==> src/rtl/pstats_event_counter.sv <==
`default_nettype none
// ============================================================================
// Module   : pstats_event_counter
// Function : Per-port rising-edge event counters with sticky wrap flags and a
//            three-state read port supporting read-and-clear.
// Revision : 1.0 - initial release
// ============================================================================

module pstats_event_counter #(
    parameter int g_trig_width = 10,
    parameter int g_cnt_width  = 32,
    parameter int g_addr_width = 4
) (
    input  logic                    clk_i,
    input  logic                    rst_i,
    input  logic [g_trig_width-1:0] trig_i,
    input  logic                    clr_all_i,
    input  logic                    rd_req_i,
    input  logic [g_addr_width-1:0] rd_addr_i,
    input  logic                    rd_clr_i,
    output logic                    busy_o,
    output logic                    rd_valid_o,
    output logic [g_cnt_width-1:0]  rd_data_o,
    output logic                    rd_err_o,
    output logic [g_trig_width-1:0] ovf_o
);

    typedef enum logic [1:0] {
        ST_IDLE = 2'd0,
        ST_READ = 2'd1,
        ST_RESP = 2'd2
    } state_t;

    state_t                  r_state;
    logic [g_trig_width-1:0] r_trig_d;
    logic [g_trig_width-1:0] r_hold;
    logic [g_trig_width-1:0] r_ovf;
    logic [g_cnt_width-1:0]  r_cnt [g_trig_width];
    logic [g_addr_width-1:0] r_addr;
    logic                    r_clr;
    logic                    r_rd_valid;
    logic [g_cnt_width-1:0]  r_rd_data;
    logic                    r_rd_err;

    logic [g_trig_width-1:0] w_event;
    logic [g_trig_width-1:0] w_rc_hit;
    logic [g_cnt_width-1:0]  w_rd_cnt;
    logic                    w_addr_err;

    // r_hold masks inputs that were already high while reset was applied, so a
    // level held through reset release is not mistaken for a fresh edge.
    assign w_event    = trig_i & ~r_trig_d & ~r_hold;
    assign w_addr_err = (32'(r_addr) >= 32'(g_trig_width));

    always_comb begin
        w_rd_cnt = '0;
        w_rc_hit = '0;
        for (int n = 0; n < g_trig_width; n++) begin
            if (32'(r_addr) == 32'(n)) begin
                w_rd_cnt    = r_cnt[n];
                w_rc_hit[n] = (r_state == ST_READ) && r_clr;
            end
        end
    end

    always_ff @(posedge clk_i) begin
        if (rst_i) begin
            r_trig_d <= '0;
            r_hold   <= trig_i;
        end else begin
            r_trig_d <= trig_i;
            r_hold   <= '0;
        end
    end

    // Priority: reset, global clear, read-and-clear (keeps a same-edge event),
    // then ordinary counting.
    always_ff @(posedge clk_i) begin
        for (int n = 0; n < g_trig_width; n++) begin
            if (rst_i || clr_all_i) begin
                r_cnt[n] <= '0;
                r_ovf[n] <= 1'b0;
            end else if (w_rc_hit[n]) begin
                r_cnt[n] <= {{(g_cnt_width-1){1'b0}}, w_event[n]};
                r_ovf[n] <= 1'b0;
            end else if (w_event[n]) begin
                r_cnt[n] <= r_cnt[n] + g_cnt_width'(1);
                if (&r_cnt[n]) begin
                    r_ovf[n] <= 1'b1;
                end
            end
        end
    end

    always_ff @(posedge clk_i) begin
        if (rst_i) begin
            r_state    <= ST_IDLE;
            r_addr     <= '0;
            r_clr      <= 1'b0;
            r_rd_valid <= 1'b0;
            r_rd_data  <= '0;
            r_rd_err   <= 1'b0;
        end else begin
            case (r_state)
                ST_IDLE: begin
                    if (rd_req_i) begin
                        r_addr  <= rd_addr_i;
                        r_clr   <= rd_clr_i;
                        r_state <= ST_READ;
                    end
                end
                ST_READ: begin
                    r_rd_data  <= w_addr_err ? '0 : w_rd_cnt;
                    r_rd_err   <= w_addr_err;
                    r_rd_valid <= 1'b1;
                    r_state    <= ST_RESP;
                end
                ST_RESP: begin
                    r_rd_valid <= 1'b0;
                    r_state    <= ST_IDLE;
                end
                default: begin
                    r_rd_valid <= 1'b0;
                    r_state    <= ST_IDLE;
                end
            endcase
        end
    end

    assign busy_o     = (r_state != ST_IDLE);
    assign rd_valid_o = r_rd_valid;
    assign rd_data_o  = r_rd_data;
    assign rd_err_o   = r_rd_err;
    assign ovf_o      = r_ovf;

endmodule

`default_nettype wire

==> config.mk <==
export PLATFORM = sky130hd
export DESIGN_NAME = pstats_event_counter
export DESIGN_NICKNAME = d
export VERILOG_FILES = /design/src/rtl/pstats_event_counter.sv
export SDC_FILE = /design/constraint.sdc
export NUM_CORES = 1
export LEC_CHECK = 0
export CORE_UTILIZATION = 30
export DETAILED_ROUTE_END_ITERATION = 10
export GPL_ROUTABILITY_DRIVEN = 0
export PLACE_DENSITY = 0.47
export SYNTH_ARGS = -nofsm -noshare
export SYNTH_HDL_FRONTEND = slang
export SYNTH_SLANG_ARGS = --single-unit
==> constraint.sdc <==
create_clock -name clk_i -period 5.6 [get_ports clk_i]
set_clock_uncertainty 0.05 [all_clocks]
set_input_delay 0.56 -clock clk_i [delete_from_list [all_inputs] [get_ports clk_i]]
set_output_delay 0.56 -clock clk_i [all_outputs]
set_load 0.01 [all_outputs]
==> results.json, run 1 <==
{
  "vias_in_the_first_global_route": 17367,
  "cp.required_ns": 5.89,
  "initial_core_util": 0.305,
  "fmaxAchievable_mhz": 277,
  "nets": 2379,
  "final_cells": 3357,
  "fill_cells": 7591,
  "max_slew.worst_pin.slew_ns": 1.43,
  "cts_max_level": 2,
  "postSynth.topFlopCell": "edfxtp_1",
  "cts_made_buffers": 48,
  "critical_path_data_arrival_time_ns": 3.90,
  "rsz0062_at_grt": "no",
  "crit_path_max_incr_delay_ns": 0.97,
  "path_max_fanout": 67,
  "cts_tree": "done",
  "postCtsSetupRepairBufs": 0,
  "drt-vias-per-instance": 5.45,
  "hold_class": "reg -> reg",
  "antenna_left": 0,
  "critical_path.reg2reg.startpoint": "r_addr[0]",
  "static-leakage-power_uw": 0.00815,
  "vdd_drop_max_uv": 190,
  "dieArea_sq_um": 77300,
  "worstSetupStartpointType": "register",
  "maximum_number_of_pins_on_one_net_before_global_route_repair": 68,
  "post_cts_hold_buffer_count": 0,
  "drive_gt1_frac": 0.0632,
  "detail_route.wl_per_cell_um": 23.0,
  "worst_setup_hold_path_clk_slew_ns": 0.06,
  "crit_path_time_final_ns": 3.61,
  "syn_inst": 2352,
  "ys_top_cells_by_area": "edfxtp_1 42%, xor2_1 6.8%, dfxtp_1 6.2%, nor2_1 5.6%, xnor2_1 4.3%",
  "track_usage": 0.195,
  "cts-resized-gates": 0,
  "synth.most_common_cell": "nor2_1",
  "clk-insertion-delay-late_ns": 0.60,
  "mappedNetlistNets": 2381,
  "buffer_ports.inserted": 63,
  "syn-cell-area_sq_um": 22900,
  "post_synth_num_cell_types": 62,
  "detailedRoute.firstIterationViolations": 1829,
  "rrSetupSlack_ns": 1.99,
  "drt-total-wl_um": 77200,
  "cap_violations": 0,
  "via_count": 18284,
  "clk_root_buffer_cell": "clkbuf_16",
  "critPathCaptureType": "register",
  "synth-warning-count": 0,
  "antenna_found_initial": 3,
  "fin_tns_setup_ns": 0,
  "floorplan.die.height_um": 278,
  "postSynth.asyncResetShare": 0,
  "place.detailed.hpwl_um": 56500,
  "synth_top_area_frac": 0.420,
  "synthesis_stage_register_bit_count": 391,
  "synth_area_per_cell_sq_um": 9.72,
  "worstSetupPathType": "reg -> reg",
  "detail_route.first_pass.iterations": 6,
  "hold-path-cell-count": 2,
  "worstRegToRegCells": 5,
  "synth_edf_count": 320,
  "status": "complete, no violations",
  "chip_width_um": 278,
  "ys_top_cells_by_count": "340 x nor2_1, 320 x edfxtp_1, 177 x xor2_1",
  "core.rowCount": 100,
  "timing.critical_path.slowest_stage_cell": "and4b_1",
  "timing.final.crit_share": 0.645,
  "antennaDiodeCount": 0,
  "path_buf_inv": 0,
  "area_growth_pct": 13.3,
  "power_per_cell_area_nw_per_um2": 282,
  "clock_sink_count": 391,
  "cts.path.max_buffers": 3,
  "globalRoute.totalOverflow": 0,
  "grt_first_pass_wirelength_um": 113000,
  "multi_input_comb_area_sq_um": 11200,
  "slew_violations": 0,
  "total_power_uw": 7310,
  "cells_along_the_critical_path": "and4b_1 -> a31oi_1 -> nand2b_1 -> nor4_1 -> o21bai_1",
  "finalSetupViolations": 0,
  "worstReg2RegEnd": "r_cnt[7][31]",
  "timing.hold.worst_endpoint": "ovf_o[9]",
  "ioPinCount": 64,
  "place.detailed.instances": 3269,
  "seqCellArea_sq_um": 11000,
  "ys_seq_area_frac": 0.482,
  "drc": 0,
  "number_of_failing_hold_endpoints_at_the_final_stage": 0,
  "relative_slew_slack": 0.0436,
  "critPathTopFamily": "simple AND/OR/NAND/NOR gates",
  "hold_path.startpoint": "ovf_o[9]",
  "coreArea_sq_um": 74900,
  "synth_top_area_cell": "edfxtp_1"
}
[sequential cells by signal (all words and copies together), names as in the netlist, 2 cells and up]
register   count
r_addr         4
r_hold        10
r_cnt        320
r_state        2
ovf_o         10
rd_data_o     32
r_trig_d      10
[placed cells by master, fill, tap and decap left out, types with 13 or more instances in the layout]
cell and instances:
nor2_1 340, edfxtp_1 320, xor2_1 177, nand2_1 162, nand3_1 142, o21ai_0 120, xnor2_1 112, nand4_1 84
a21oi_1 83, mux2i_1 75, dfxtp_1 69, clkdlybuf4s50_1 62, and3_1 53, nor3_1 50, clkbuf_16 49, a221oi_1 36
nor4_1 34, and2_1 33, and4_1 32, inv_1 30, nand3b_1 29, nor2b_1 28, buf_4 27, a221o_1 22
a2bb2oi_1 17, nor4_2 14, clkbuf_1 14, or3_1 13
[kinds of logic (layout without fill, tap and decap cells)]
group | count (synthesis) | count (layout) | share of synthesized area
AOI/OAI and AO/OA | 339 | 339 | 0.0961
adders and majority gates | 10 | 10 | 0.00547
xor gates and xnor gates | 289 | 289 | 0.111
muxes | 77 | 77 | 0.0343
and+or+nand+nor | 1073 | 1073 | 0.241
DFF | 391 | 391 | 0.482
buffers and inverters | 173 | 209 | 0.0301
[worst max path at each step]
| stage | depth (start not counted) | startpoint | end | slack, ns |
|---|---|---|---|---|
| 6_report | 5 | r_addr[0] | r_cnt[7][31] | 1.99 |
| 5_1_grt | 5 | r_addr[0] | r_cnt[7][31] | 1.66 |
| 4_1_cts | 5 | r_addr[0] | r_cnt[7][31] | 1.99 |
| 3_5_place_dp | 5 | r_addr[0] | r_cnt[7][31] | 2.01 |
| 3_3_place_gp | 5 | r_addr[0] | r_cnt[7][31] | 2.10 |
| 2_1_floorplan | 6 | rst_i | r_cnt[2][0] | 2.88 |
[worst reg2reg max path, stage by stage, from the launching register on]
cell      delay (ns)
dfxtp_4         0.75
and4b_1         0.97
a31oi_1         0.32
nand2b_1        0.92
nor4_1          0.13
o21bai_1        0.21
[layout make-up]
cell class / instances / area share
Multi-Input combinational cell: 1788 / 0.431
Tap cell: 969 / 0.0468
Inverter: 31 / 0.00449
Clock inverter: 13 / 0.00396
Timing Repair Buffer: 90 / 0.0320
Clock buffer: 75 / 0.0557
Sequential cell: 391 / 0.426
[per-layer routing]
layer  vias to the layer above  routed length (um)  track usage
met3                       145                5160       0.0416
met5                         -                  43            0
met2                       600               36100        0.315
li1                       8594                   -            -
met1                      8939               32800        0.252
met4                         6                3100       0.0790
[per-stage QoR]
step	cell area (sq um)	setup WS (ns)	utilization	hold WS, ns
floorplan	22900	2.88	-	0.393
global placement	24400	2.10	0.325	0.400
detailed placement	24400	2.01	0.325	0.401
CTS	25900	1.99	0.346	0.410
global route	25900	1.66	0.346	0.447
finish	25900	1.99	0.346	0.405
[power breakdown]
part,internal [uW],leakage [uW],switching [uW]
clock,1810,0.000761,1300
sequential,3300,0.00423,248
combinational,237,0.00315,414
total,5350,0.00815,1960
Power figures use the tool's default switching activity.
==> run 2, diff against run 1 <==
--- a/config.mk
+++ b/config.mk
@@ -8,7 +8,7 @@
 export CORE_UTILIZATION = 30
 export DETAILED_ROUTE_END_ITERATION = 10
 export GPL_ROUTABILITY_DRIVEN = 0
-export PLACE_DENSITY = 0.47
+export PLACE_DENSITY = 0.48
 export SYNTH_ARGS = -nofsm -noshare
 export SYNTH_HDL_FRONTEND = slang
 export SYNTH_SLANG_ARGS = --single-unit
==> constraint.sdc (replaced) <==
create_clock -name clk_i -period 3.25 [get_ports clk_i]
set_clock_uncertainty 0.05 [all_clocks]
set_input_delay 0.325 -clock clk_i [delete_from_list [all_inputs] [get_ports clk_i]]
set_output_delay 0.325 -clock clk_i [all_outputs]
set_load 0.01 [all_outputs]
==> run 2 against run 1 <==
Net effect:
- clock-buffer cell count shrank 7
- non-clock buffer count is 36 higher
- utilization is 0.41 points higher
- sequential power increased by 73%
- setup slack lost 1.6 ns
- register-to-register slack worse by 1.6 ns
- routed wire length grew 1.6%
- largest cell class unchanged
==> results.json, run 2 (synthesis results as in run 1) <==
{
  "status": "complete, no violations",
  "finalSetupViolations": 0,
  "mostFrequentLayoutCells": "340 x nor2_1, 320 x edfxtp_1, 177 x xor2_1",
  "detailedRoute.firstIterationViolations": 1794,
  "drt-vias-per-instance": 5.49,
  "number_of_flip_flops_under_the_largest_register_name": 320,
  "area_growth_pct": 14.7,
  "post_cts_hold_buffer_count": 0,
  "slew_violations": 0,
  "cts_tree": "done",
  "coreArea_sq_um": 74900,
  "cts_made_buffers": 48,
  "grt_first_pass_wirelength_um": 117000,
  "clk-insertion-delay-late_ns": 0.60,
  "ioPinCount": 64,
  "via_count": 18620,
  "cap_violations": 0,
  "static-leakage-power_uw": 0.00834,
  "critPathCaptureType": "register",
  "buffer_ports.inserted": 63,
  "fmaxAchievable_mhz": 349,
  "drive_gt1_frac": 0.0755,
  "vias_in_the_first_global_route": 17867,
  "number_of_failing_hold_endpoints_at_the_final_stage": 0,
  "vdd_drop_max_uv": 364,
  "postCtsSetupRepairBufs": 0,
  "rsz0062_at_grt": "no",
  "detail_route.wl_per_cell_um": 23.1,
  "fin_tns_setup_ns": 0,
  "drt-total-wl_um": 78500,
  "antennaDiodeCount": 0,
  "cells_along_the_critical_path": "buf_4 -> nor2_1 -> a221oi_1 -> a311o_1 -> a221oi_1",
  "crit_path_time_final_ns": 2.86,
  "track_usage": 0.199,
  "timing.critical_path.slowest_stage_cell": "nor2_1",
  "path_max_fanout": 21,
  "post_dp_cell_area_sq_um": 24700,
  "floorplan.die.height_um": 278,
  "cts_max_level": 2,
  "power_per_cell_area_nw_per_um2": 483,
  "worst_setup_hold_path_clk_slew_ns": 0.06,
  "clk_root_buffer_cell": "clkbuf_16",
  "antenna_found_initial": 2,
  "maximum_number_of_pins_on_one_net_before_global_route_repair": 63,
  "core.rowCount": 100,
  "fin_area_sq_um": 26200,
  "critical_path_data_arrival_time_ns": 3.31,
  "nets": 2415,
  "hold_class": "in -> reg",
  "cts.path.max_buffers": 3,
  "chip_width_um": 278,
  "initial_core_util": 0.305,
  "timing.final.crit_share": 0.882,
  "clock_sink_count": 391,
  "cp.required_ns": 3.69,
  "detail_route.first_pass.iterations": 9,
  "layout.cells.most_common": "nor2_1",
  "globalRoute.totalOverflow": 0,
  "worstSetupPathType": "reg -> reg",
  "drc": 0,
  "crit_path_max_incr_delay_ns": 0.95,
  "top_register": "r_cnt",
  "antenna_left": 0,
  "dieArea_sq_um": 77300,
  "place.detailed.hpwl_um": 58200,
  "max_slew.worst_pin.slew_ns": 1.26,
  "cts-resized-gates": 0,
  "most_numerous_cell_on_the_critical_path": "a221oi_1",
  "relative_slew_slack": 0.160,
  "worstSetupStartpointType": "register"
}
## run 2: cell types whose count changed in the layout (fill, tap and decap cells not counted), sizes merged
cell      previous run  this run
clkinv              11        16
bufinv               1         3
inv                 30        32
clkinvlp             2         1
buf                 28        64
clkbuf              75        68
## run 2: routing by layer
layer | part of all wire | track usage | wire length, um
met1 | 0.43 | 0.262 | 33600
met4 | 0.036 | 0.0725 | 2810
met2 | 0.47 | 0.321 | 36500
met3 | 0.071 | 0.0407 | 5540
met5 | 0.00038 | 0 | 30
## run 2: stage by stage
stage          std cells  total power [uW]  worst slack [ns]   util  hold slack (ns)
4_1_cts             3394             12800             0.453  0.350            0.211
6_report            3394             12700             0.385  0.350            0.232
3_5_place_dp        3305              7320             0.457  0.329            0.403
2_1_floorplan       2352              6730             0.730      -            0.393
3_3_place_gp        3305              7300             0.426  0.329            0.394
5_1_grt             3394             13100             0.251  0.350            0.253
## run 2: critical path, delay by kind of cell (launching register included)
family / cells / cell delay (ns)
AOI/OAI and AO/OA: 3 / 0.98
buffers and inverters: 1 / 0.28
and+or+nand+nor: 1 / 0.95
DFF: 1 / 0.52
## run 2: final cells by class
type	count	area (sq um)
clock inverters	21	184
repair buffers	126	1120
fillers	7527	48700
flip-flops and latches	391	11000
multi-input cells	1788	11200
well taps	969	1210
inverters	31	116
clock buffers	68	1380
## run 2: final timing paths
path | cells after the start | slack, ns | from | to
max | 5 | 0.39 | r_addr[3] | rd_data_o[26]
min reg2reg | 2 | 0.41 | ovf_o[5] | ovf_o[5]
min | 4 | 0.23 | rst_i | r_cnt[0][0]
max reg2reg | 5 | 0.39 | r_addr[3] | rd_data_o[26]
## run 2: power breakdown
part / internal [uW] / switching [uW]
registers: 5680 / 434
clock network: 3180 / 2240
logic: 428 / 702
